$ cat src/rtl/rdback_flow_if.sv
// rdback_flow_if: scheduler, read-return and FIFO-pop signals of the readback credit controller.
interface rdback_flow_if #(
    parameter int CNT_W = 10
);
    logic             enable;
    logic             drain_req;
    logic             err_clr;
    logic             rd_req;
    logic             rd_gnt;
    logic             dfi_rddata_valid;
    logic             fifo_rd_en;
    logic [CNT_W-1:0] credits;
    logic [CNT_W-1:0] inflight;
    logic [CNT_W-1:0] occupancy;
    logic             busy;
    logic             stall;
    logic             timeout_err;
    logic             proto_err;

    modport master (
        output enable, drain_req, err_clr, rd_req, dfi_rddata_valid, fifo_rd_en,
        input  rd_gnt, credits, inflight, occupancy, busy, stall, timeout_err, proto_err
    );

    modport slave (
        input  enable, drain_req, err_clr, rd_req, dfi_rddata_valid, fifo_rd_en,
        output rd_gnt, credits, inflight, occupancy, busy, stall, timeout_err, proto_err
    );
endinterface

$ cat src/rtl/rdback_flow_ctrl.sv
// rdback_flow_ctrl: credit-based read issue gating so the readback FIFO can never overflow,
// with detection of missing (timeout) and unexpected (protocol) return data.
module rdback_flow_ctrl #(
    parameter int FIFO_DEPTH = 512,
    parameter int CNT_W      = 10,
    parameter int RD_TIMEOUT = 255,
    parameter int TO_W       = 8
) (
    input logic          clk,
    input logic          rst,
    rdback_flow_if.slave bus
);
    typedef enum logic [1:0] {IDLE, RUN, DRAIN, ERROR} state_t;

    localparam logic [CNT_W-1:0] DEPTH  = CNT_W'(FIFO_DEPTH);
    localparam logic [CNT_W:0]   LIMIT  = (CNT_W+1)'(FIFO_DEPTH);
    localparam logic [TO_W-1:0]  TO_LIM = TO_W'(RD_TIMEOUT);

    state_t           state;
    logic [CNT_W-1:0] inflight;
    logic [CNT_W-1:0] occupancy;
    logic [CNT_W-1:0] credits;
    logic [CNT_W-1:0] inf_nxt;
    logic [CNT_W-1:0] occ_nxt;
    logic [CNT_W-1:0] cred_nxt;
    logic [CNT_W:0]   used;
    logic [TO_W-1:0]  to_cnt;
    logic [TO_W-1:0]  to_nxt;
    logic             active;
    logic             gnt;
    logic             ret;
    logic             push;
    logic             pop;
    logic             clr;
    logic             proto_hit;
    logic             to_hit;
    logic             run_stall;
    logic             stall;
    logic             timeout_err;
    logic             proto_err;

    always_comb begin
        active    = state == RUN || state == DRAIN;
        gnt       = bus.rd_req && state == RUN && credits != '0;
        ret       = bus.dfi_rddata_valid && inflight != '0;
        push      = bus.dfi_rddata_valid && occupancy < DEPTH;
        pop       = bus.fifo_rd_en && occupancy != '0;
        clr       = state == ERROR && bus.err_clr;
        inf_nxt   = clr ? '0 : inflight + CNT_W'(gnt) - CNT_W'(ret);
        occ_nxt   = occupancy + CNT_W'(push) - CNT_W'(pop);
        // stray returns can push the sum past the depth; credits floor at zero
        used      = {1'b0, occ_nxt} + {1'b0, inf_nxt};
        cred_nxt  = used >= LIMIT ? '0 : CNT_W'(LIMIT - used);
        to_nxt    = (!active || inflight == '0 || bus.dfi_rddata_valid) ? '0
                  : (to_cnt == '1 ? to_cnt : to_cnt + TO_W'(1));
        proto_hit = active && bus.dfi_rddata_valid && (inflight == '0 || occupancy == DEPTH);
        to_hit    = active && to_nxt == TO_LIM;
        run_stall = cred_nxt == '0;
    end

    always_ff @(posedge clk) begin
        if (rst) begin
            state       <= IDLE;
            inflight    <= '0;
            occupancy   <= '0;
            credits     <= DEPTH;
            to_cnt      <= '0;
            stall       <= 1'b0;
            timeout_err <= 1'b0;
            proto_err   <= 1'b0;
        end else begin
            inflight  <= inf_nxt;
            occupancy <= occ_nxt;
            credits   <= cred_nxt;
            to_cnt    <= to_nxt;
            stall     <= 1'b0;
            if (active && (proto_hit || to_hit)) begin
                state       <= ERROR;
                proto_err   <= proto_err | proto_hit;
                timeout_err <= timeout_err | to_hit;
            end else begin
                case (state)
                    IDLE: if (bus.enable) begin
                        state <= RUN;
                        stall <= run_stall;
                    end
                    RUN: if (bus.drain_req || !bus.enable) state <= DRAIN;
                         else stall <= run_stall;
                    DRAIN: if (inf_nxt == '0) state <= IDLE;
                    ERROR: if (bus.err_clr) begin
                        state       <= IDLE;
                        proto_err   <= 1'b0;
                        timeout_err <= 1'b0;
                    end
                    default: state <= IDLE;
                endcase
            end
        end
    end

    assign bus.rd_gnt      = gnt;
    assign bus.credits     = credits;
    assign bus.inflight    = inflight;
    assign bus.occupancy   = occupancy;
    assign bus.busy        = state != IDLE;
    assign bus.stall       = stall;
    assign bus.timeout_err = timeout_err;
    assign bus.proto_err   = proto_err;
endmodule

$ cat src/flat_wrapper.sv
// flat-port wrapper written by rule: the top's interface ports become plain ports
module rdback_flow_ctrl_flat 
#(
    parameter int FIFO_DEPTH = 512,
    parameter int CNT_W      = 10,
    parameter int RD_TIMEOUT = 255,
    parameter int TO_W       = 8
)
  (clk, rst, bus_enable, bus_drain_req, bus_err_clr, bus_rd_req, bus_dfi_rddata_valid, bus_fifo_rd_en, bus_rd_gnt, bus_credits, bus_inflight, bus_occupancy, bus_busy, bus_stall, bus_timeout_err, bus_proto_err);
  rdback_flow_if #(.CNT_W(CNT_W)) bus_i ();
  input logic clk;
  input logic rst;
  input wire logic [$bits(bus_i.enable)-1:0] bus_enable;
  input wire logic [$bits(bus_i.drain_req)-1:0] bus_drain_req;
  input wire logic [$bits(bus_i.err_clr)-1:0] bus_err_clr;
  input wire logic [$bits(bus_i.rd_req)-1:0] bus_rd_req;
  input wire logic [$bits(bus_i.dfi_rddata_valid)-1:0] bus_dfi_rddata_valid;
  input wire logic [$bits(bus_i.fifo_rd_en)-1:0] bus_fifo_rd_en;
  output wire logic [$bits(bus_i.rd_gnt)-1:0] bus_rd_gnt;
  output wire logic [$bits(bus_i.credits)-1:0] bus_credits;
  output wire logic [$bits(bus_i.inflight)-1:0] bus_inflight;
  output wire logic [$bits(bus_i.occupancy)-1:0] bus_occupancy;
  output wire logic [$bits(bus_i.busy)-1:0] bus_busy;
  output wire logic [$bits(bus_i.stall)-1:0] bus_stall;
  output wire logic [$bits(bus_i.timeout_err)-1:0] bus_timeout_err;
  output wire logic [$bits(bus_i.proto_err)-1:0] bus_proto_err;
  assign bus_i.enable = bus_enable;
  assign bus_i.drain_req = bus_drain_req;
  assign bus_i.err_clr = bus_err_clr;
  assign bus_i.rd_req = bus_rd_req;
  assign bus_i.dfi_rddata_valid = bus_dfi_rddata_valid;
  assign bus_i.fifo_rd_en = bus_fifo_rd_en;
  assign bus_rd_gnt = bus_i.rd_gnt;
  assign bus_credits = bus_i.credits;
  assign bus_inflight = bus_i.inflight;
  assign bus_occupancy = bus_i.occupancy;
  assign bus_busy = bus_i.busy;
  assign bus_stall = bus_i.stall;
  assign bus_timeout_err = bus_i.timeout_err;
  assign bus_proto_err = bus_i.proto_err;
  rdback_flow_ctrl #(.FIFO_DEPTH(FIFO_DEPTH), .CNT_W(CNT_W), .RD_TIMEOUT(RD_TIMEOUT), .TO_W(TO_W)) u_core (.clk(clk), .rst(rst), .bus(bus_i));
endmodule
$ cat config.mk
export PLATFORM = sky130hd
export DESIGN_NAME = rdback_flow_ctrl_flat
export DESIGN_NICKNAME = d
export VERILOG_FILES = /design/src/rtl/rdback_flow_if.sv /design/src/rtl/rdback_flow_ctrl.sv /design/src/flat_wrapper.sv
export SDC_FILE = /design/constraint.sdc
export NUM_CORES = 1
export LEC_CHECK = 0
export CAP_MARGIN = 10
export CORE_AREA = 2 2 96 98
export CTS_CLUSTER_DIAMETER = 200
export DETAILED_ROUTE_END_ITERATION = 8
export DIE_AREA = 0 0 98 100
export SYNTH_ARGS = -nofsm -noshare
export SYNTH_HDL_FRONTEND = slang
export SYNTH_SLANG_ARGS = --single-unit
$ cat constraint.sdc
create_clock -name clk -period 5 [get_ports clk]
set_input_delay 1.25 -clock clk [delete_from_list [all_inputs] [get_ports clk]]
set_output_delay 1.25 -clock clk [all_outputs]
set_load 0.005 [all_outputs]
Word level (Yosys, flattened, before mapping)
Cells that the tools add are included.
Storage, ports and cells
  logic and storage cells: 77
  register bits: 43
  input bits: 8
Operators by class
  add/sub/neg operators: 7
  bitwise logic cells: 2
  order comparisons: 2
  multiplexer cells: 17
  reduce and logical (&&, ||, !) cells: 31
  eq/ne operators: 10
Operators by type and width (number)
  logical NOT 10 bit: 3
  nonzero test 10 bit: 3
  adder 10 x 1 -> 10 bit: 2
  two-way mux 10 bit: 2
  subtractor 10 x 1 -> 10 bit: 2
  equality test 8 bit (second input constant): 2
  two-way mux 8 bit: 2
  adder 10 x 10 -> 11 bit: 1
  >= comparator 11 x 10 -> 1 bit (second input constant): 1
  equality test 10 bit (second input constant): 1
  logical AND 1 bit: 10
  < comparator 10 bit (second input constant): 1
  two-way mux 2 bit: 5
  subtractor 10 bit (first input constant): 1
  != test 3 bit (second input constant): 3
  adder 8 x 1 -> 8 bit (second input constant): 1
  one-hot mux 2 bit (4 select lines): 1
  logical OR 1 bit: 6
  two-way mux 1 bit: 6
  nonzero test 2 bit: 3
  equality test 2 bit (second input constant): 2
  AND reduction 4 bit: 1
  != test 3 x 2 -> 1 bit (second input constant): 1
  equality test 2 x 1 -> 1 bit (second input constant): 1
  6 further kinds: 8

Longest topological paths before layout
Gate-level depths: netlist of the first run.
  word-level depth: 12
  gate-level depth with buffers: 23

Worst setup path after synthesis of the first run
Ideal clock, no wire load.
  path type: input-to-reg
  start: input port bus_fifo_rd_en
  end: register u_core.stall (netlist: u_core.bus.stall)
  data required time: 4.930 ns
  path slack: 0.143 ns
  buffers on the path: 0
  stages: 19
  data arrival time: 4.787 ns
  cells stage by stage: inv_1 a41oi_1 ha_1 inv_1 ha_1 inv_1 fa_1 nand2b_1 a21oi_1 nor2_1 xnor2_1 ha_1 and2_1 a32o_1 or3_4 a211o_1 a2111oi_2 nand4b_1 a21oi_1
On the way
  word-level cells in the longest chain between the ends: 8
  elaborated cells on any way between the ends: 10
RTL lines
  start, declared: RTL line flat_wrapper.sv:18  | input wire logic [$bits(bus_i.fifo_rd_en)-1:0] bus_fifo_rd_en;
  logical AND 1 bit (*): RTL line rdback_flow_ctrl.sv:47  | pop = bus.fifo_rd_en && occupancy != '0;
  subtractor 10 x 1 -> 10 bit (*): RTL line rdback_flow_ctrl.sv:50  | occ_nxt = occupancy + CNT_W'(push) - CNT_W'(pop);
  via u_core.occ_nxt[4]: RTL line rdback_flow_ctrl.sv:24  | logic [CNT_W-1:0] occ_nxt;
  adder 10 x 10 -> 11 bit (*): RTL line rdback_flow_ctrl.sv:52  | used = {1'b0, occ_nxt} + {1'b0, inf_nxt};
  subtractor 10 bit or >= comparator 11 x 10 -> 1 bit (tied branches): RTL line rdback_flow_ctrl.sv:53  | cred_nxt = used >= LIMIT ? '0 : CNT_W'(LIMIT - used);
  two-way mux 10 bit (*): RTL line rdback_flow_ctrl.sv:53
  logical NOT 10 bit (*): RTL line rdback_flow_ctrl.sv:58  | run_stall = cred_nxt == '0;
  two-way mux 1 bit, on equally long branches: RTL line rdback_flow_ctrl.sv:87, rdback_flow_ctrl.sv:83
  one-hot mux 1 bit (2 select lines) (*): RTL line rdback_flow_ctrl.sv:82  | case (state)
  end signal, assigned: RTL line rdback_flow_ctrl.sv:85  | stall <= run_stall;
  end signal, assigned: RTL line rdback_flow_ctrl.sv:88  | else stall <= run_stall;
  end, declared: RTL line rdback_flow_ctrl.sv:38  | logic stall;
Mark *: on every way through the listed nets, which the timed path passes. The rest lies on a longest branch.
A chain may end at the register's enable or synchronous reset.

Final worst setup path of the first run
Ends and elaborated chain as after synthesis.

==> flow_summary_export.csv, run 1 <==
group,metric,value,unit
global_route,antenna_found_initial,0,
final_layout,utilization,52.8,%
worst_setup_path,cp_slowest_cell,"or3_4",
logic_synthesis,synth_top_cell_by_area,"dfxtp_1",
logic_synthesis,synth_edf_count,0,
sta,setup_slack,0.253,ns
hold_path,min_path_type,"flip-flop to flip-flop",
worst_setup_path,end_kind,"flip-flop",
sta,worstMarginPinSlew,0.545,ns
sta,setup_violations,0,
floorplanning,std_cell_rows,35,
clock_tree,clock_sink_count,43,
floorplanning,start_util,37.6,%
sta,final.period_utilization,94.9,%
clock_tree,root_buffer,"clkbuf_8",
route,wirelength,8.70,mm
worst_setup_path,cp_slowest_stage_delay,0.37,ns
global_route,grt_usage,17.3,%
final_layout,nets,572,
sta,grt_setup_unrepaired,"no",
logic_synthesis,synthFlopType,"dfxtp_1",
logic_synthesis,ys_types,61,
placed_design,port_buffers,42,
logic_synthesis,ys_seq_area_share,25.7,%
placed_design,pre_cts_ws,-0.499,ns
clock_tree,cts_made_buffers,5,
clock_tree,clk_latency,0.31,ns
sta,skew,0.0125,ns
route,drtIter0Drc,75,
route,first_pass_iters,5,
sta,hold_viol_final,0,
worst_setup_path,crit_path_cell_trace,"dlymetal6s2s_1 -> inv_1 -> a41oi_2 -> ha_1 -> inv_1 -> ha_2 -> inv_2 -> fa_2 -> nand2b_4 -> a21oi_4 -> nor2_2 -> xnor2_2 -> ha_4 -> and2_4 -> a32o_2 -> or3_4 -> a211o_1 -> a2111oi_2 -> nand4b_1 -> a21oi_1",
worst_setup_path,crit_type,"input port to flip-flop",
logic_synthesis,netlist_top_cells_area,"dfxtp_1 (26%), ha_1 (17%), inv_1 (5.6%)",
worst_setup_path,cpLargestDelayFamily,"compound AO/OA/AOI/OAI gates",
floorplanning,fp.dieW,98,um
clock_tree,clk_pin_slew,0.10,ns
logic_synthesis,synthArstFlopShare,0,%
route,avgViaCountPerCell,5.03,
sta,layout_min_cycle_time,4.75,ns
job,maxCapViolations,0,
route,antenna_left,0,
logic_synthesis,synth_commonest_cells,"inv_1 (50), ha_1 (46), dfxtp_1 (43), nor2_1 (43), a21oi_1 (25)",
floorplanning,core-area,0.00889,mm2
logic_synthesis,syn_inst,408,
global_route,grt_pass1_vias,3030,
worst_setup_path,start_kind,"input port",
logic_synthesis,synth_area,0.00334,mm2
placed_design,hpwl,6.87,mm
sta,relSlewSlack,63.2,%
worst_setup_path,crit_fanout,3,
logic_synthesis,syn_avg_cell_area,8.20,um2
floorplanning,die_h,100,um
final_layout,area_delta_synth_final,40.4,%
floorplanning,dieArea,0.00980,mm2
outcome,status,"finished clean",
final_layout,drive_gt1_share,24.2,%
global_route,grt_overflow,0,
worst_setup_path,worstPathRequired,5.24,ns
logic_synthesis,synthesis.nets,465,
final_layout,antenna_cells,0,
logic_synthesis,synthMostInstantiatedCell,"inv_1",
clock_tree,cts_buffer_depth,2,
sta,fmax,211,MHz
global_route,grt_first_pass_wirelength,13.9,mm
worst_setup_path,worstPathArrival,4.99,ns
logic_synthesis,yosysWarnings,0,
worst_setup_path,cp.buffers_inverters,4,
floorplanning,top_level_ports,43,
global_route,grt_max_degree,20,
worst_setup_path,cpMostUsedCell,"inv_1",
clock_tree,cts_tree,"yes",
sta,tns,0,ns
clock_tree,cts-htree-levels,2,
logic_synthesis,yosysTopAreaCellShare,25.7,%
sta,final-max-slew-violation-count,0,
placed_design,place_congestion,0.869,
logic_synthesis,ys_ff_latch,43,
route,route.detailed.drc,0,
route,via_count,3152,
route,wl_per_cell,13.9,um
path summary, 6_finish.rpt:
kind | from | end | slack (ns) | depth (start not counted)
max | bus_fifo_rd_en | u_core.bus.stall | 0.25 | 20
min | u_core.bus.timeout_err | u_core.bus.timeout_err | 0.49 | 2
max reg2reg | u_core.bus.inflight[2] | u_core.bus.credits[6] | 0.29 | 22
min reg2reg | u_core.bus.timeout_err | u_core.bus.timeout_err | 0.49 | 2
placed cells by master (no fill, tap or decap), types with 8 or more instances in the layout:
cell and count:
nor2_1 36, and3_1 8, clkdlybuf4s50_1 39, o21ai_0 10, nand3_1 11, xnor2_1 13, buf_4 63, nor3_1 8
dfxtp_1 43, nor2b_1 8, a21oi_1 21, ha_1 38, and2_1 9, nand2_1 14, inv_1 49
per-stage QoR:
| stage | cells | instance area [um2] | hold WS, ns |
|---|---|---|---|
| 2_1_floorplan | 408 | 3340 | 0.470 |
| 3_3_place_gp | 614 | 4320 | 0.477 |
| 3_5_place_dp | 614 | 4320 | 0.474 |
| 4_1_cts | 623 | 4460 | 0.495 |
| 5_1_grt | 627 | 4700 | 0.527 |
| 6_report | 627 | 4700 | 0.491 |
per-layer routing:
| metal | share of wire, % | vias up | global-route usage [%] |
|---|---|---|---|
| met5 | 0 | - | 0 |
| met4 | 0.80 | 0 | 4.17 |
| met3 | 2.7 | 6 | 2.99 |
| met2 | 48 | 37 | 29.9 |
| met1 | 48 | 1460 | 22.5 |
| li1 | - | 1649 | - |
sequential cells by signal, summed over array words and instances (netlist names):
register	flops
u_core.bus.credits	10
u_core.bus.inflight	10
u_core.bus.occupancy	10
u_core.bus.proto_err	1
u_core.bus.stall	1
u_core.bus.timeout_err	1
u_core.state	2
u_core.to_cnt	8
cell families after synthesis:
group           synth area share (%)
flops                           25.7
xor+xnor                        6.02
buf+inv                         6.17
mux                            0.973
compound gates                  19.5
simple gates                    22.6
fa+ha+maj                       19.0
area by class of cell:
cell class / count / area (um2)
Timing Repair Buffer: 105 / 901
Fill cell: 819 / 4190
Inverter: 50 / 188
Sequential cell: 43 / 861
Clock buffer: 5 / 68.8
Clock inverter: 3 / 25.0
Multi-Input combinational cell: 310 / 2510
Tap cell: 111 / 139
repair_timing:
item                                   4_1_cts  5_1_grt
pin swaps                                   11       34
hold buffers                                 0        0
endpoints found under the hold margin        0        0
buffers inserted                             1        4
setup endpoints to repair                   10       11
gates resized for setup                     11       44
worst register-to-register path, delay by kind of cell, from the launching register on:
family,cells,cell delay (ns)
AO/OA/AOI/OAI,5,0.86
AND/OR/NAND/NOR,8,1.94
adder cells (fa/ha/maj),5,1.15
flip-flops,1,0.34
buffers and inverters,4,0.41
Power of run 1 is left out: the tool's default activity adds up to more than one toggle a clock period on the data nets, which glitch-free logic cannot reach.
==> run 2: changes to the inputs <==
MAX_ROUTING_LAYER = met4   (was default)
==> flow_summary_export.csv, run 2 (same netlist as run 1, synthesis figures left out) <==
group,metric,value,unit
outcome,status,"finished clean",
route,drtIter0Drc,75,
worst_setup_path,crit_fanout,3,
floorplanning,die_h,100,um
route,route.detailed.drc,0,
sta,final-max-slew-violation-count,0,
clock_tree,cts_hold_buf,0,
final_layout,reg.largest.list,"u_core.bus.credits (10), u_core.bus.inflight (10), u_core.bus.occupancy (10)",
route,antenna_left,0,
final_layout,drive_gt1_share,24.2,%
clock_tree,clk_pin_slew,0.10,ns
clock_tree,cts_buffer_depth,2,
final_layout,multi_input_area,0.00251,mm2
sta,worstMarginPinSlew,0.542,ns
global_route,grt_usage,17.8,%
job,maxCapViolations,0,
final_layout,antenna_cells,0,
final_layout,area_delta_synth_final,40.4,%
clock_tree,cts-htree-levels,2,
clock_tree,cts_tree,"yes",
clock_tree,clk_latency,0.32,ns
final_layout,nets,572,
hold_path,worstHoldStart,"u_core.bus.timeout_err",
sta,final.period_utilization,95.0,%
global_route,grt_pass1_vias,3030,
route,via_count,3156,
worst_setup_path,start_kind,"input port",
route,wl_per_cell,13.9,um
sta,grt_setup_unrepaired,"no",
final_layout,regArea,861,um2
worst_setup_path,reg2reg_from,"u_core.bus.inflight[2]",
floorplanning,std_cell_rows,35,
floorplanning,top_level_ports,43,
final_layout,layout_common_cells,"buf_4 (63), inv_1 (49), dfxtp_1 (43), clkdlybuf4s50_1 (39), ha_1 (38)",
worst_setup_path,end_kind,"flip-flop",
route,wirelength,8.69,mm
global_route,antenna_found_initial,0,
route,avgViaCountPerCell,5.03,
placed_design,hpwl,6.87,mm
final_layout,fillers,819,
floorplanning,dieArea,0.00980,mm2
placed_design,place_congestion,0.884,
sta,layout_min_cycle_time,4.75,ns
worst_setup_path,crit_type,"input port to flip-flop",
sta,skew,0.0155,ns
sta,fmax,211,MHz
global_route,grt_overflow,0,
floorplanning,core-area,0.00889,mm2
sta,hold_viol_final,0,
global_route,grt_max_degree,20,
final_layout,final_common_cell,"buf_4",
floorplanning,fp.dieW,98,um
worst_setup_path,crit_start,"bus_fifo_rd_en",
placed_design,port_buffers,42,
worst_setup_path,worstPathArrival,4.99,ns
sta,setup_violations,0,
clock_tree,cts_made_buffers,5,
floorplanning,start_util,37.6,%
sta,tns,0,ns
clock_tree,clock_sink_count,43,
route,first_pass_iters,4,
clock_tree,root_buffer,"clkbuf_8",
hold_path,min_path_type,"flip-flop to flip-flop",
worst_setup_path,worstPathRequired,5.24,ns
sta,hold-worst-slack,0.490,ns
global_route,grt_first_pass_wirelength,13.9,mm
sta,relSlewSlack,63.4,%
## run 2: cell counts in the layout (fill, tap and decap cells not counted)
Identical to the previous run, type by type.
## run 2: metrics by stage
stage / util, % / area (um2) / worst slack, ns / instances
3_5_place_dp: 48.6 / 4320 / -0.499 / 614
5_1_grt: 52.8 / 4700 / 0.0217 / 627
6_report: 52.8 / 4700 / 0.250 / 627
3_3_place_gp: 48.6 / 4320 / -0.448 / 614
4_1_cts: 50.2 / 4460 / 0.00195 / 623
2_1_floorplan: - / 3340 / 0.143 / 408
## run 2: routing by layer
layer  vias up  share of wire [%]  GRT usage (%)
met1      1469                 48           22.6
met4         0               0.81           4.17
li1       1649                  -              -
met5         -                  0              -
met2        32                 48           29.9
met3         6                2.2           2.79
## run 2: final timing paths
| kind | slack (ns) | cells past startpoint | end |
|---|---|---|---|
| worst max-delay path | 0.25 | 20 | u_core.bus.stall |
| worst min-delay path | 0.49 | 2 | u_core.bus.timeout_err |
| worst max register to register | 0.28 | 22 | u_core.bus.credits[6] |
| worst min register to register | 0.49 | 2 | u_core.bus.timeout_err |
## run 2: what timing repair did
item / 4_1_cts / 5_1_grt
setup buffers: 1 / 4
gates cloned: 0 / 0
endpoints found under the setup margin: 10 / 11
resized for setup: 11 / 44
pin swaps: 11 / 34
## run 2: final cells by class
type                    instances  share of cell area [%]
clock inverters                 3                   0.533
clock buffers                   5                    1.47
inverters                      50                    4.00
repair buffers                105                    19.2
flip-flops and latches         43                    18.3
well taps                     111                    2.96
multi-input cells             310                    53.5
## run 2: critical path, cell delays in order
cell and delay [ns]:
dlymetal6s2s_1 0.09, inv_1 0.05, a41oi_2 0.14, ha_1 0.25, inv_1 0.06, ha_2 0.17
inv_2 0.04, fa_2 0.35, nand2b_4 0.16, a21oi_4 0.15, nor2_2 0.07, xnor2_2 0.19
ha_4 0.24, and2_4 0.13, a32o_2 0.27, or3_4 0.37, a211o_1 0.31, a2111oi_2 0.35
nand4b_1 0.16, a21oi_1 0.17
Power of run 2 is left out for the same reason.
